<file path="config.mk">
export PLATFORM = sky130hd
export DESIGN_NAME = perceptron_trainer
export DESIGN_NICKNAME = d
export VERILOG_FILES = /design/src/rtl/perceptron_trainer.sv
export SDC_FILE = /design/constraint.sdc
export NUM_CORES = 1
export LEC_CHECK = 0
export CAP_MARGIN = 20
export CELL_PAD_IN_SITES_DETAIL_PLACEMENT = 0
export CELL_PAD_IN_SITES_GLOBAL_PLACEMENT = 2
export CORE_MARGIN = 4
export CORE_UTILIZATION = 24
export DETAILED_ROUTE_END_ITERATION = 12
export GPL_TIMING_DRIVEN = 0
export PLACE_DENSITY_LB_ADDON = 0.1
export RECOVER_POWER = 100
export SKIP_LAST_GASP = 1
export SLEW_MARGIN = 20
export SYNTH_ARGS = -nofsm -noshare
export SYNTH_HDL_FRONTEND = slang
export SYNTH_SLANG_ARGS = --single-unit
export TNS_END_PERCENT = 100
</file>
<file path="constraint.sdc">
create_clock -name i_clk -period 2.9 [get_ports i_clk]
set_input_delay 0.58 -clock i_clk [delete_from_list [all_inputs] [get_ports i_clk]]
set_output_delay 0.58 -clock i_clk [all_outputs]
set_load 0.01 [all_outputs]
</file>
<file path="src/rtl/perceptron_trainer.sv">
// Training sequencer for the single-layer perceptron: walks the sample RAM once per epoch,
// issues one train step per sample and stops on an error-free epoch or the epoch limit.
module perceptron_trainer #(
    parameter int N      = 8,
    parameter int ADDR_W = 4,
    parameter int LAT    = 3
) (
    input  logic              i_clk,
    input  logic              i_rst,
    input  logic              i_start,
    input  logic              i_abort,
    input  logic [ADDR_W:0]   i_num_samples,
    input  logic [15:0]       i_max_epochs,
    input  logic [31:0]       i_learning_rate,
    output logic              o_mem_rd,
    output logic [ADDR_W-1:0] o_mem_addr,
    input  logic [N-2:0]      i_mem_x,
    input  logic [31:0]       i_mem_y,
    output logic [N-2:0]      o_p_x,
    output logic [31:0]       o_p_expected_y,
    output logic [31:0]       o_p_learning_rate,
    output logic              o_p_train,
    input  logic [31:0]       i_p_y,
    output logic              o_busy,
    output logic              o_done,
    output logic              o_converged,
    output logic [15:0]       o_epoch_count,
    output logic [ADDR_W:0]   o_error_count
);

    localparam int HW = (LAT < 2) ? 1 : $clog2(LAT + 1);
    localparam logic [HW-1:0]     HOLD_INIT = HW'(LAT);
    localparam logic [HW-1:0]     HOLD_ONE  = HW'(1);
    localparam logic [ADDR_W:0]   ERR_MAX   = {1'b1, {ADDR_W{1'b0}}};
    localparam logic [ADDR_W:0]   CNT_ONE   = {{ADDR_W{1'b0}}, 1'b1};
    localparam logic [ADDR_W-1:0] ADDR_ONE  = {{(ADDR_W-1){1'b0}}, 1'b1};

    typedef enum logic [2:0] {
        S_IDLE,
        S_FETCH,
        S_LOAD,
        S_ISSUE,
        S_HOLD,
        S_EPOCH_END,
        S_DONE
    } state_t;

    state_t            r_state;
    logic [ADDR_W:0]   r_num;
    logic [15:0]       r_max_ep;
    logic [ADDR_W-1:0] r_addr;
    logic [HW-1:0]     r_hold;
    logic              r_mem_rd;
    logic [N-2:0]      r_p_x;
    logic [31:0]       r_p_ey;
    logic [31:0]       r_p_lr;
    logic              r_p_train;
    logic              r_busy;
    logic              r_done;
    logic              r_conv;
    logic [15:0]       r_epoch;
    logic [ADDR_W:0]   r_err;

    logic              w_last_sample;
    logic              w_mismatch;
    logic [15:0]       w_epoch_next;

    assign w_last_sample = ({1'b0, r_addr} == (r_num - CNT_ONE));
    assign w_mismatch    = (i_p_y != r_p_ey);
    assign w_epoch_next  = r_epoch + 16'd1;

    // done is registered out of DONE, so it is seen the cycle after the FSM passes through DONE
    always_ff @(posedge i_clk) begin
        if (i_rst) begin
            r_state   <= S_IDLE;
            r_num     <= '0;
            r_max_ep  <= '0;
            r_addr    <= '0;
            r_hold    <= '0;
            r_mem_rd  <= 1'b0;
            r_p_x     <= '0;
            r_p_ey    <= '0;
            r_p_lr    <= '0;
            r_p_train <= 1'b0;
            r_busy    <= 1'b0;
            r_done    <= 1'b0;
            r_conv    <= 1'b0;
            r_epoch   <= '0;
            r_err     <= '0;
        end else if (i_abort) begin
            r_state   <= S_IDLE;
            r_mem_rd  <= 1'b0;
            r_p_train <= 1'b0;
            r_busy    <= 1'b0;
            r_done    <= 1'b0;
            r_p_lr    <= '0;
        end else begin
            r_mem_rd  <= 1'b0;
            r_p_train <= 1'b0;
            r_done    <= 1'b0;
            unique case (r_state)
                S_IDLE: begin
                    if (i_start) begin
                        r_num    <= i_num_samples;
                        r_max_ep <= i_max_epochs;
                        r_p_lr   <= i_learning_rate;
                        r_conv   <= 1'b0;
                        r_epoch  <= '0;
                        r_err    <= '0;
                        r_addr   <= '0;
                        if (i_num_samples == '0 || i_max_epochs == '0) begin
                            r_state <= S_DONE;
                        end else begin
                            r_state  <= S_FETCH;
                            r_mem_rd <= 1'b1;
                            r_busy   <= 1'b1;
                        end
                    end
                end
                S_FETCH: begin
                    r_state <= S_LOAD;
                end
                S_LOAD: begin
                    r_p_x     <= i_mem_x;
                    r_p_ey    <= i_mem_y;
                    r_p_train <= 1'b1;
                    r_state   <= S_ISSUE;
                end
                S_ISSUE: begin
                    if (w_mismatch && r_err != ERR_MAX) begin
                        r_err <= r_err + CNT_ONE;
                    end
                    r_hold  <= HOLD_INIT;
                    r_state <= S_HOLD;
                end
                // Inputs stay frozen here until the update has left the perceptron pipeline
                S_HOLD: begin
                    if (r_hold == HOLD_ONE) begin
                        if (w_last_sample) begin
                            r_state <= S_EPOCH_END;
                        end else begin
                            r_addr   <= r_addr + ADDR_ONE;
                            r_mem_rd <= 1'b1;
                            r_state  <= S_FETCH;
                        end
                    end else begin
                        r_hold <= r_hold - HOLD_ONE;
                    end
                end
                S_EPOCH_END: begin
                    r_epoch <= w_epoch_next;
                    if (r_err == '0) begin
                        r_conv  <= 1'b1;
                        r_busy  <= 1'b0;
                        r_state <= S_DONE;
                    end else if (w_epoch_next == r_max_ep) begin
                        r_busy  <= 1'b0;
                        r_state <= S_DONE;
                    end else begin
                        r_err    <= '0;
                        r_addr   <= '0;
                        r_mem_rd <= 1'b1;
                        r_state  <= S_FETCH;
                    end
                end
                S_DONE: begin
                    r_done  <= 1'b1;
                    r_p_lr  <= '0;
                    r_state <= S_IDLE;
                end
                default: begin
                    r_state <= S_IDLE;
                end
            endcase
        end
    end

    assign o_mem_rd          = r_mem_rd;
    assign o_mem_addr        = r_addr;
    assign o_p_x             = r_p_x;
    assign o_p_expected_y    = r_p_ey;
    assign o_p_learning_rate = r_p_lr;
    assign o_p_train         = r_p_train;
    assign o_busy            = r_busy;
    assign o_done            = r_done;
    assign o_converged       = r_conv;
    assign o_epoch_count     = r_epoch;
    assign o_error_count     = r_err;

endmodule

</file>
# Yosys cells after proc, flatten, opt, wreduce, memory -nomap -nowiden
# Cells that the tools add are included.
# classes
addsub	5
n_mux	41
n_bitwise	1
n_reduce_logical	22
eq_ne	21
# op_table
op	count
32-bit one-hot mux with 2 select lines	1
32-bit 2-to-1 mux	1
32-bit != test	1
16-bit one-hot mux with 2 select lines	1
4-bit 2-to-1 mux	5
5-bit 2-to-1 mux	4
3-bit 2-to-1 mux	6
2-bit != test, second input constant	9
3-bit one-hot mux with 6 select lines	1
16-bit by 1-bit adder with 16-bit output, second input constant	1
16-bit == test	1
16-bit logical NOT	1
16-bit 2-to-1 mux	1
5-bit one-hot mux with 3 select lines	1
1-bit 2-to-1 mux	14
4-bit one-hot mux with 3 select lines	1
5-bit logical NOT	2
3-bit == test, second input constant	3
3-bit AND reduction	3
4-bit AND reduction	2
7-bit AND reduction	1
3-bit by 2-bit == test with 1-bit output, second input constant	2
2-bit AND reduction	3
6-bit AND reduction	1
other kinds (20)	24
# word_totals
ff_bits	127
elab_cells	105
output_inout_bits	101

# Depth between registers and ports, before layout
# Gate-level depths: netlist (run 1).
# logic_depth
ltp_word	5
depth_mapped	10

# Least setup slack after synthesis (run 1)
# Ideal clock, no wire load.
# synth_path
path_kind	reg2reg
from	register r_epoch[0], in the netlist o_epoch_count[0]
to	register r_state[0]
path_slack_ns	0.207
setup_ns	0.115
t_required_ns	2.785
path_stages_with_launch	10
arrival_ns	2.578
period_less_slack_ns	2.693
path_buffers	0
path_cell_list	dfxtp_1 -> ha_1 -> nand3_4 -> or3_1 -> a2111o_1 -> nor4_4 -> nand4_2 -> a21o_1 -> and2_4 -> o21a_1
# synth_via
elab_chain_len	5
# synth_rtl
element	line_no	source
from (decl)	61	logic [15:0] r_epoch;
from (signal assigned)	151	r_epoch <= w_epoch_next;
16-bit by 1-bit adder with 16-bit output	70	assign w_epoch_next = r_epoch + 16'd1;
16-bit == test	156	end else if (w_epoch_next == r_max_ep) begin
3-bit 2-to-1 mux	156	
3-bit 2-to-1 mux	152	if (r_err == '0) begin
3-bit one-hot mux with 6 select lines	101	unique case (r_state)
to (signal assigned)	155	r_state <= S_DONE;
to (signal assigned)	158	r_state <= S_DONE;
to (signal assigned)	163	r_state <= S_FETCH;
to (decl)	48	state_t r_state;
# No other way between the ends.
# A chain may end at the register's enable or synchronous reset.

# Worst setup path in the final report (run 1)
# Same ends and word-level chain as after synthesis.

==> results.sh, run 1 <==
export IMPL_status="finished, final reports clean"
export IMPL_hold_path_class="register to register"
export IMPL_fillers=2583
export IMPL_syn_area_per_cell_um2=7.86
export IMPL_drc=0
export IMPL_synthCells=765
export IMPL_worst_pin_slew_ps=950
export IMPL_viasPerCell=4.55
export IMPL_synthArstFlopShare_pct=0
export IMPL_detail_route_antenna_nets=0
export IMPL_clock_sinks=127
export IMPL_rsz0062_at_grt="yes"
export IMPL_relSlewSlack_pct=36.0
export IMPL_reg2reg_slack_ps=110
export IMPL_cts_max_path_buffers=2
export IMPL_synthesis_nets=899
export IMPL_drv_slew=0
export IMPL_die_area_um2=27700
export IMPL_nNetsFinal=1148
export IMPL_synth_edff_count=0
export IMPL_drt_iter0_drc=286
export IMPL_cp_end_kind="register"
export IMPL_dieWidth_um=166
export IMPL_critical_path_top_delay_family="simple AND/OR/NAND/NOR gates"
export IMPL_hold_viol=0
export IMPL_p_per_area_nw_per_um2=475
export IMPL_clk_pin_slew_ps=60
export IMPL_fmax_mhz=359
export IMPL_max_stage_delay_ps=470
export IMPL_crit_type="register to register"
export IMPL_final_cell_mix="nand2_1 (165), clkdlybuf4s50_1 (127), dfxtp_1 (124)"
export IMPL_min_period_over_period_pct=96.2
export IMPL_ys_flop_type="dfxtp_1"
export IMPL_leakage_nw=3.40
export IMPL_grt_overflow=0
export IMPL_crit_path_cell_trace="ha_4 -> nand3_4 -> or3_1 -> a2111o_1 -> nor4_4 -> nand4_2 -> a21o_1 -> and2_4 -> o21a_1"
export IMPL_yosys_warnings=0
export IMPL_dr_pass1_iters=4
export IMPL_grt_max_degree=17
export IMPL_cts_buffers=17
export IMPL_num_vias=6152
export IMPL_grt_use_total_pct=16.3
export IMPL_cts_htree_levels=4
export IMPL_ys_types=55
export IMPL_seqCellArea_um2=2550
export IMPL_min_period_ps=2790
export IMPL_gp_congestion=0.773
export IMPL_layout_commonest_cell="nand2_1"
export IMPL_whs_ps=451
export IMPL_io_pins=229
export IMPL_start_kind="register"
export IMPL_ys_seq_area_share_pct=42.3
export IMPL_ys_ff_latch=127
export IMPL_multi_input_area_um2=3300
export IMPL_insertion_delay_ps=420
export IMPL_worst_path_buf_inv=0
export IMPL_die_h_um=166
export IMPL_cts_tree="yes"
export IMPL_final_util_pct=38.2
export IMPL_grt_pass1_wl_um=35900
export IMPL_design_area_um2=9340
export IMPL_skew_ps=18.5
export IMPL_first_global_vias=6227
export IMPL_initial_core_util_pct=24.6
export IMPL_root_buffer="clkbuf_16"
export IMPL_drive_above_1_share_pct=6.33
export IMPL_hpwl_um=17500
export IMPL_synthToLayoutAreaGrowth_pct=55.2
export IMPL_irDropWorstVdd_mv=0.344
export IMPL_core_um2=24500
export IMPL_io_buffers=228
export IMPL_antenna_found_initial=1
export IMPL_dpl_instance_area_um2=8710
export IMPL_cap_violations=0
export IMPL_arrival_ps=3100
export IMPL_wl_per_cell_um=17.0
export IMPL_required_ps=3210
export IMPL_diodes=0
export IMPL_rows=57
export IMPL_synth_area_um2=6020
export IMPL_crit_slowest_cell="a2111o_1"
export IMPL_setup_viol=0
export IMPL_crit_fanout=8
export IMPL_drt_wl_total_um=23000
layout make-up:
cell class / count / area share, %
tap: 324 / 4.34
clock buffer: 18 / 4.60
sequential: 127 / 27.3
inverter: 13 / 0.523
clock inverter: 14 / 1.54
multi-input combinational: 581 / 35.3
timing repair buffer: 230 / 24.6
buffer: 44 / 1.81
power by group:
part | internal [W] | total (W) | switching, W
combinational | 0.000275 | 0.000504 | 0.000229
sequential | 0.00178 | 0.00181 | 0.0000285
clock | 0.00121 | 0.00212 | 0.000909
total | 0.00327 | 0.00443 | 0.00117
cells in the mapped netlist, drive strengths merged (3+ instances only):
cell	n	area share [%]
a211oi	7	0.87
a21o	4	0.50
a21oi	106	8.8
a22oi	22	2.7
a311oi	3	0.44
a31oi	3	0.31
and2	5	0.58
and3	6	0.64
and4	3	0.48
buf	4	0.31
clkbuf	40	2.5
dfxtp	127	42
ha	6	1.2
inv	12	0.75
nand2	165	10
nand2b	4	0.42
nand3	16	1.7
nand3b	4	0.50
nand4	16	1.8
nor2	58	3.6
nor2b	3	0.31
nor3	16	1.4
nor3b	3	0.37
nor4	12	1.7
o21ai	25	2.1
or2	4	0.42
or3	10	1.1
or4	4	0.50
xnor2	51	7.4
xor2	7	1.0
sequential cells by signal, indices dropped and copies added, names as in the netlist:
name and cells:
o_p_expected_y 32, o_p_learning_rate 32, o_epoch_count 16, r_max_ep 16, o_p_x 7, o_error_count 5, r_num 5, o_mem_addr 4
r_state 3, r_hold 2, o_busy 1, o_converged 1, o_done 1, o_mem_rd 1, o_p_train 1
metal layers:
metal | up-vias | share of wire, % | global-route usage, %
met1 | 2831 | 46 | 20.9
li1 | 3164 | - | -
met4 | 2 | 0.79 | 3.42
met3 | 10 | 6.7 | 6.19
met2 | 145 | 47 | 26.3
met5 | - | 0.030 | 0
tightest hold or removal path, stage by stage (launching register included):
cell and delay, ps:
dfxtp_1 300, nand2_1 50, a21oi_1 50
through the flow:
step / setup WS (ps) / setup TNS (ps) / cells / power (W)
6_report: 111 / 0 / 1351 / 0.00443
5_1_grt: -15.7 / -23.6 / 1351 / 0.00464
4_1_cts: 51.1 / 0 / 1349 / 0.00453
3_5_place_dp: -298 / -3900 / 1317 / 0.00236
3_3_place_gp: -360 / -5090 / 1317 / 0.00237
2_1_floorplan: 207 / 0 / 765 / 0.00206
what timing repair did:
| item | CTS | global route |
|---|---|---|
| setup endpoints to repair | 9 | 14 |
| pin swaps | 0 | 3 |
| hold buffers | 0 | 0 |
| resized for setup | 3 | 7 |
| buffers inserted | 0 | 2 |
kinds of logic after synthesis:
group	count (synthesis)	synth area share [%]
simple gates	332	26.4
compound gates	185	18.0
flops	127	42.3
xor+xnor	58	8.44
buf+inv	57	3.62
fa+ha+maj	6	1.25
path summary, 6_finish.rpt:
kind	start	end	depth (start not counted)
setup / recovery	o_epoch_count[0]$_SDFFE_PP0P_	r_state[0]$_SDFFE_PP0P_	9
hold / removal	o_p_learning_rate[11]$_SDFFE_PP0P_	o_p_learning_rate[11]$_SDFFE_PP0P_	2
setup reg to reg	o_epoch_count[0]$_SDFFE_PP0P_	r_state[0]$_SDFFE_PP0P_	9
hold reg to reg	o_p_learning_rate[11]$_SDFFE_PP0P_	o_p_learning_rate[11]$_SDFFE_PP0P_	2
Note: power is estimated with default switching activity, not from simulation.
==> inputs of run 2 (changes only) <==
- CAP_MARGIN: 20 -> 10
==> results of run 2 <==
Same layout as run 1: the final DEF is identical, and so are final timing and power.
==> inputs of run 3 (changes only) <==
- CAP_MARGIN: 10 -> unset
==> results of run 3 <==
Same layout as run 1: the final DEF is identical, and so are final timing and power.
